## src/rtl/conv_window_3x3.sv

```systemverilog
// conv_window_3x3: builds a sliding 3x3 pixel window from three aligned
// row taps and emits one registered window per valid column position.
// Optional build macro CONV_WIN_STRIDE2_EN selects stride 2 in both
// dimensions; without it the window slides with stride 1.
module conv_window_3x3 #(
  parameter int WIDTH   = 8,
  parameter int COL_NUM = 482,
  parameter int ROW_NUM = 256,
  parameter int CNT_W   = 11
) (
  input  logic             clk,
  input  logic             rst_n,
  input  logic             valid_in,
  input  logic [WIDTH-1:0] row_top,
  input  logic [WIDTH-1:0] row_mid,
  input  logic [WIDTH-1:0] row_bot,
  output logic [WIDTH-1:0] win_00,
  output logic [WIDTH-1:0] win_01,
  output logic [WIDTH-1:0] win_02,
  output logic [WIDTH-1:0] win_10,
  output logic [WIDTH-1:0] win_11,
  output logic [WIDTH-1:0] win_12,
  output logic [WIDTH-1:0] win_20,
  output logic [WIDTH-1:0] win_21,
  output logic [WIDTH-1:0] win_22,
  output logic             win_valid,
  output logic [CNT_W-1:0] win_col,
  output logic [CNT_W-1:0] win_row,
  output logic             frame_done
);

  localparam logic [CNT_W-1:0] C_END = CNT_W'(COL_NUM - 1);
  localparam logic [CNT_W-1:0] R_END = CNT_W'(ROW_NUM - 1);
`ifdef CONV_WIN_STRIDE2_EN
  // last emitted window sits on the largest even column/row in range
  localparam logic [CNT_W-1:0] C_FD = CNT_W'(((COL_NUM - 1) / 2) * 2);
  localparam logic [CNT_W-1:0] R_FD = CNT_W'(((ROW_NUM - 1) / 2) * 2);
`else
  localparam logic [CNT_W-1:0] C_FD = C_END;
  localparam logic [CNT_W-1:0] R_FD = R_END;
`endif

  logic [CNT_W-1:0] c_cnt, r_cnt;
  logic             qual, last;
  logic [CNT_W-1:0] col_next, row_next;

  // qualifying-beat decode and coordinate mapping
  always_comb begin
    qual     = 1'b0;
    col_next = c_cnt - CNT_W'(2);
    row_next = r_cnt;
`ifdef CONV_WIN_STRIDE2_EN
    qual     = valid_in && (c_cnt >= CNT_W'(2)) && !c_cnt[0] && !r_cnt[0];
    col_next = (c_cnt - CNT_W'(2)) >> 1;
    row_next = r_cnt >> 1;
`else
    qual     = valid_in && (c_cnt >= CNT_W'(2));
`endif
    last = qual && (c_cnt == C_FD) && (r_cnt == R_FD);
  end

  // column/row position of the incoming beat
  always_ff @(posedge clk or negedge rst_n) begin
    if (!rst_n) begin
      c_cnt <= '0;
      r_cnt <= '0;
    end else if (valid_in) begin
      if (c_cnt == C_END) begin
        c_cnt <= '0;
        r_cnt <= (r_cnt == R_END) ? '0 : r_cnt + CNT_W'(1);
      end else begin
        c_cnt <= c_cnt + CNT_W'(1);
      end
    end
  end

  // per-row shift registers; post-shift contents are the window itself,
  // so they double as the registered window outputs
  always_ff @(posedge clk or negedge rst_n) begin
    if (!rst_n) begin
      {win_00, win_01, win_02} <= '0;
      {win_10, win_11, win_12} <= '0;
      {win_20, win_21, win_22} <= '0;
    end else if (valid_in) begin
      {win_00, win_01, win_02} <= {win_01, win_02, row_top};
      {win_10, win_11, win_12} <= {win_11, win_12, row_mid};
      {win_20, win_21, win_22} <= {win_21, win_22, row_bot};
    end
  end

  // window strobe, coordinates and end-of-frame pulse
  always_ff @(posedge clk or negedge rst_n) begin
    if (!rst_n) begin
      win_valid  <= 1'b0;
      win_col    <= '0;
      win_row    <= '0;
      frame_done <= 1'b0;
    end else begin
      win_valid  <= qual;
      frame_done <= last;
      if (qual) begin
        win_col <= col_next;
        win_row <= row_next;
      end
    end
  end

endmodule

```

## config.mk

```make
export PLATFORM = sky130hd
export DESIGN_NAME = conv_window_3x3
export DESIGN_NICKNAME = d
export VERILOG_FILES = /design/src/rtl/conv_window_3x3.sv
export SDC_FILE = /design/constraint.sdc
export NUM_CORES = 1
export LEC_CHECK = 0
export CORE_MARGIN = 10
export CORE_UTILIZATION = 40
export DETAILED_ROUTE_END_ITERATION = 12
export GPL_TIMING_DRIVEN = 0
export PLACE_DENSITY = 0.67
export REMOVE_ABC_BUFFERS = 1
export SYNTH_ARGS = -nofsm -noshare
export SYNTH_HDL_FRONTEND = slang
export SYNTH_SLANG_ARGS = --single-unit
```

## constraint.sdc

```tcl
create_clock -name clk -period 3.42 [get_ports clk]
set_input_delay 0.684 -clock clk [delete_from_list [all_inputs] [get_ports clk]]
set_output_delay 0.684 -clock clk [all_outputs]
set_load 0.02 [all_outputs]
```

==> flow_metrics.tcl, run 1 <==
set metrics [dict create \
    htreeDepth 4 \
    gp_congestion 0.737 \
    rsz0062_at_grt "no" \
    synth.area.top_cells "dfrtp_1 61%, mux2_2 18%, xnor2_1 2.2%" \
    fin_crit_ns 2.98 \
    drive_gt1_frac 0.236 \
    rr_startpoint "c_cnt[1]$_DFFE_PN0P_" \
    antenna_found_initial 0 \
    netlist_instances 355 \
    ys_warn_count 0 \
    num-fill-cells 1033 \
    max_slew_margin 0.346 \
    grt_first_pass_wirelength_mm 17.5 \
    syn_area_um2 4830 \
    ys_seq_elements 118 \
    fin_skew_ns 0.00594 \
    synth.avg_cell_area_um2 13.6 \
    fin_cells 638 \
    worstSetupPathType "register to register" \
    yosysUniqueCellTypes 38 \
    cts_tree "done" \
    ant_nets 0 \
    worstMarginPinSlew_ns 0.977 \
    leakagePower_nw 2.91 \
    synth_top_area_share 0.611 \
    r2r_cells 6 \
    pin_count 123 \
    p_per_area_nw_per_um2 681 \
    pre_cts_ws_ns 0.352 \
    seq_area_um2 2950 \
    r2r_slack_ns 0.44 \
    numClockSinks 118 \
    synth-async-reset-ratio 1.00 \
    required_ns 3.71 \
    fin_tns_setup_ns 0 \
    area_delta_synth_final_pct 40.0 \
    worstPathCellList "inv_1, ha_1, or3b_2, o41ai_4, buf_6, mux2_2" \
    initial_core_util 0.406 \
    synth-edff-count 0 \
    initialDrtViolationCount 158 \
    ctsLongestPathBuffers 2 \
    synth_ff_type "dfrtp_1" \
    final_common_cell "clkdlybuf4s50_1" \
    crit_path_end_kind "register" \
    irDropWorstVdd_mv 0.369 \
    status "finished clean" \
    nNetsFinal 511 \
    cts_root_buf "clkbuf_16" \
    slew_viol_final 0 \
    cp_slowest_stage_delay_ns 0.94 \
    ys_seq_area_frac 0.611 \
    antennaDiodeCount 0 \
    layout_common_cells "120 x clkdlybuf4s50_1, 118 x dfrtp_1, 76 x mux2_2, 18 x nand2_1, 17 x clkbuf_16" \
    hpwl_mm 7.53 \
    portBuffers 122 \
    rr_endpoint "win_row[2]$_DFFE_PN0P_" \
    post-route-period-util 0.873 \
    clk_pin_slew_worst_paths_ns 0.05 \
    hold_violations 0 \
    cp_max_fo 21 \
    grt_max_degree 72 \
    cts_setup_buffers 0 \
    hold_slack_ns 0.200 \
    wl_per_cell_um 16.8 \
    die_x_um 130 \
    timing.final.ws_setup_ns 0.435 \
    firstDrtPassIters 5 \
    die_h_um 130 \
    grt_usage 0.135 \
    place_inst 606 \
    drc 0 \
    vias 3197 \
    utilization 0.568 \
    postCtsHoldBufs 0 \
    min_path_type "input pin to async pin" \
    multiInputGateArea_um2 1780 \
    viasPerCell 5.01 \
    crit_slowest_cell "o41ai_4" \
    cp.arrival_ns 3.28 \
    cp-start-kind "register" \
    postCtsResizedCells 0 \
    fmax_mhz 335 \
    grt_pass1_vias 3462 \
    cts_buffers 17 \
    maxCapViolCount 0 \
    rows 40 \
    grt_overflow_total 0 \
    finalSetupViolations 0 \
    coreArea_um2 11900 \
    totalWireLength_mm 10.7 \
    insertion_delay_ns 0.41 \
    yosysTopAreaCell "dfrtp_1" \
    die_area_um2 16900 \
]
[routing by layer]
metal	up-vias	part of all wire	wire, um	global-route usage
met1	1566	0.38	4110	0.136
met3	15	0.15	1640	0.107
li1	1504	-	-	-
met2	112	0.45	4780	0.200
met4	0	0.016	170	0.0595
met5	-	0	0	0
[critical path: cells and delay by family (launching register included)]
kind,cells,cell delay (ns)
muxes,1,0.34
buffers and inverters,2,0.40
DFF,1,0.46
AOI/OAI and AO/OA,1,0.94
and+or+nand+nor,1,0.53
adders and majority gates,1,0.18
[flip-flops by register name, summed over array words and instances, names as in the netlist, 11 cells and up]
name and flops:
c_cnt 11, r_cnt 11, win_col 11, win_row 11
[cells by family after synthesis]
logic type	after synthesis	share of synthesized area
DFF	118	0.611
and+or+nand+nor	75	0.0826
buffers and inverters	25	0.0217
muxes	83	0.193
adders and majority gates	6	0.0155
AOI/OAI and AO/OA	30	0.0435
xor gates and xnor gates	18	0.0326
[cells in the mapped netlist (3+ instances only)]
cell type and n:
mux2_2 76, xnor2_1 12, nor2_1 11, xor2_1 6, and2_1 3, a21o_1 4, buf_1 6, nor3_1 9
mux2_1 7, and4_1 3, clkbuf_1 11, ha_1 6, nand2_1 18, nand4_1 6, and3_1 4, dfrtp_1 118
buf_2 3, inv_1 4, o21ai_0 15, nand3_1 8
[final cells by class]
cell class | instances | area share
clock inverters | 9 | 0.0113
repair buffers | 125 | 0.190
multi-input cells | 212 | 0.262
flip-flops and latches | 118 | 0.436
inverters | 4 | 0.00222
clock buffers | 23 | 0.0706
well taps | 147 | 0.0272
[power breakdown]
group          internal [mW]  leakage (nW)  switching, mW
sequential              1.62          1.44          0.179
combinational          0.597          1.19          0.573
clock                   1.05         0.276          0.594
total                   3.26          2.91           1.35
[worst max-delay path by stage]
stage | start | end | slack, ns | cells after the start
2_1_floorplan | c_cnt[1]$_DFFE_PN0P_ | win_row[0]$_DFFE_PN0P_ | 0.58 | 5
3_3_place_gp | rst_n | win_col[6]$_DFFE_PN0P_ | -2.86 | 1
3_5_place_dp | c_cnt[1]$_DFFE_PN0P_ | win_row[2]$_DFFE_PN0P_ | 0.35 | 6
4_1_cts | c_cnt[1]$_DFFE_PN0P_ | win_row[5]$_DFFE_PN0P_ | 0.40 | 6
5_1_grt | c_cnt[1]$_DFFE_PN0P_ | win_row[5]$_DFFE_PN0P_ | 0.26 | 6
6_report | c_cnt[1]$_DFFE_PN0P_ | win_row[2]$_DFFE_PN0P_ | 0.44 | 6
[stage by stage]
stage                     area (um2)  power [mW]
after global routing            6770        4.85
after floorplan                 4740        2.40
final                           6770        4.61
after CTS                       6770        4.68
after detailed placement        6210        3.01
after global placement          6150        2.98
Note: power is estimated with default switching activity, not from simulation.
==> run 2: changes to the inputs <==
--- a/config.mk
+++ b/config.mk
@@ -5,6 +5,7 @@
 export SDC_FILE = /design/constraint.sdc
 export NUM_CORES = 1
 export LEC_CHECK = 0
+export CAP_MARGIN = 20
 export CORE_MARGIN = 10
 export CORE_UTILIZATION = 40
 export DETAILED_ROUTE_END_ITERATION = 12
==> results of run 2 <==
Final layout, timing and power as in run 1 (identical DEF).
==> run 3: changes to the inputs <==
--- a/config.mk
+++ b/config.mk
@@ -9,8 +9,9 @@
 export CORE_MARGIN = 10
 export CORE_UTILIZATION = 40
 export DETAILED_ROUTE_END_ITERATION = 12
+export GPL_ROUTABILITY_DRIVEN = 0
 export GPL_TIMING_DRIVEN = 0
-export PLACE_DENSITY = 0.67
+export PLACE_DENSITY = 0.65
 export REMOVE_ABC_BUFFERS = 1
 export SYNTH_ARGS = -nofsm -noshare
 export SYNTH_HDL_FRONTEND = slang
==> run 3 against run 2 <==
Against the previous run:
- routed wire length fell by 2.9%
- die area did not move
- highest routed layer unchanged
- global-route usage fell by 0.23 points
- register-to-register slack improved by 0.02 ns
- core utilization rose by 0.19 points
- sequential cell count did not move
- largest cell class unchanged
- clock skew rose by 0.00092 ns
==> flow_metrics.tcl, run 3 (synthesized netlist as in run 1, its figures left out) <==
set metrics [dict create \
    status "finished clean" \
    initialDrtViolationCount 177 \
    initial_core_util 0.406 \
    grt_max_degree 89 \
    met1_usage 0.135 \
    irDropWorstVdd_mv 0.393 \
    grt_use_met2 0.199 \
    r2r_cells 6 \
    die_x_um 130 \
    die_h_um 130 \
    area_delta_synth_final_pct 40.5 \
    rows 40 \
    antennaDiodeCount 0 \
    ant_nets 0 \
    cp_max_fo 21 \
    grt_overflow_total 0 \
    cts_root_buf "clkbuf_16" \
    fin_crit_ns 2.96 \
    rr_startpoint "c_cnt[1]$_DFFE_PN0P_" \
    portBuffers 122 \
    clk_pin_slew_worst_paths_ns 0.05 \
    rr_endpoint "win_row[0]$_DFFE_PN0P_" \
    antenna_found_initial 0 \
    hold_violations 0 \
    ctsLongestPathBuffers 2 \
    postCtsHoldBufs 0 \
    cp-start-kind "register" \
    rsz0062_at_grt "no" \
    crit_path_end_kind "register" \
    r2r_slack_ns 0.46 \
    coreArea_um2 11900 \
    leakagePower_nw 2.91 \
    min_path_type "input pin to async pin" \
    worstSetupPathType "register to register" \
    die_area_um2 16900 \
    hold_slack_ns 0.147 \
    fin_skew_ns 0.00686 \
    totalWireLength_mm 10.4 \
    cts_tree "done" \
    wl_per_cell_um 16.3 \
    layout_common_cells "120 x clkdlybuf4s50_1, 118 x dfrtp_1, 76 x mux2_2, 18 x nand2_1, 17 x clkbuf_16" \
    hpwl_mm 7.30 \
    final_common_cell "clkdlybuf4s50_1" \
    post-route-period-util 0.867 \
    numClockSinks 118 \
    firstDrtPassIters 4 \
    max_slew_margin 0.369 \
    finalSetupViolations 0 \
    maxCapViolCount 0 \
    htreeDepth 4 \
    vias 3166 \
    gr-usage-met3 0.0986 \
    cts_setup_buffers 0 \
    insertion_delay_ns 0.41 \
    nNetsFinal 511 \
    timing.final.ws_setup_ns 0.456 \
    drive_gt1_frac 0.235 \
    slew_viol_final 0 \
    grt_pass1_vias 3490 \
    drc 0 \
    fmax_mhz 337 \
    cts_buffers 17 \
    postCtsResizedCells 0 \
    viasPerCell 4.97 \
    cp.arrival_ns 3.25 \
    required_ns 3.70 \
    pre_cts_ws_ns 0.439 \
    worstMarginPinSlew_ns 0.943 \
    pin_count 123 \
    grt_usage 0.132 \
    global_route.peak_usage_layer "met2" \
    grt_first_pass_wirelength_mm 17.3 \
    p_per_area_nw_per_um2 687 \
]
## run 3: how the worst max path moves through the flow
stage / to / slack, ns / cells past startpoint / startpoint
after CTS: win_row[0]$_DFFE_PN0P_ / 0.41 / 6 / c_cnt[1]$_DFFE_PN0P_
after global routing: win_row[2]$_DFFE_PN0P_ / 0.23 / 6 / c_cnt[1]$_DFFE_PN0P_
after detailed placement: win_row[2]$_DFFE_PN0P_ / 0.44 / 6 / c_cnt[1]$_DFFE_PN0P_
after global placement: r_cnt[9]$_DFFE_PN0P_ / -2.88 / 1 / rst_n
final: win_row[0]$_DFFE_PN0P_ / 0.46 / 6 / c_cnt[1]$_DFFE_PN0P_
after floorplan: win_row[0]$_DFFE_PN0P_ / 0.58 / 5 / c_cnt[1]$_DFFE_PN0P_
## run 3: worst max-delay path: stages (launching register included)
cell	delay, ns
dfrtp_1	0.45
inv_1	0.14
ha_1	0.19
or3b_2	0.53
o41ai_4	0.92
buf_6	0.27
mux2_2	0.35
## run 3: stage by stage
stage | setup TNS [ns] | cell area (um2) | std cells | total power [mW] | utilization
floorplan | 0 | 4740 | 334 | 2.40 | -
global placement | -492.37 | 6150 | 603 | 2.98 | 0.516
detailed placement | 0 | 6210 | 606 | 3.00 | 0.522
CTS | 0 | 6790 | 637 | 4.74 | 0.570
global route | 0 | 6790 | 637 | 4.92 | 0.570
finish | 0 | 6790 | 637 | 4.67 | 0.570
## run 3: final cells by class
cell class	count	area (um2)
fill	1031	5120
sequential	118	2950
multi-input combinational	212	1780
timing repair buffer	125	1290
clock buffer	23	478
tap	147	184
clock inverter	8	98.8
inverter	4	15.0
## run 3: power by group
part           leakage (nW)  internal [mW]  total (mW)  switching, mW
logic                  1.19          0.596        1.17          0.571
registers              1.44           1.62        1.79          0.176
clock network         0.279           1.12        1.71          0.585
## run 3: routing by layer
| metal | share of wire | vias to the layer above | wire [um] |
|---|---|---|---|
| met2 | 0.44 | 100 | 4620 |
| met3 | 0.15 | 16 | 1520 |
| met1 | 0.39 | 1551 | 4100 |
| met4 | 0.015 | 0 | 155 |
| li1 | - | 1499 | - |
| met5 | 0 | - | 0 |
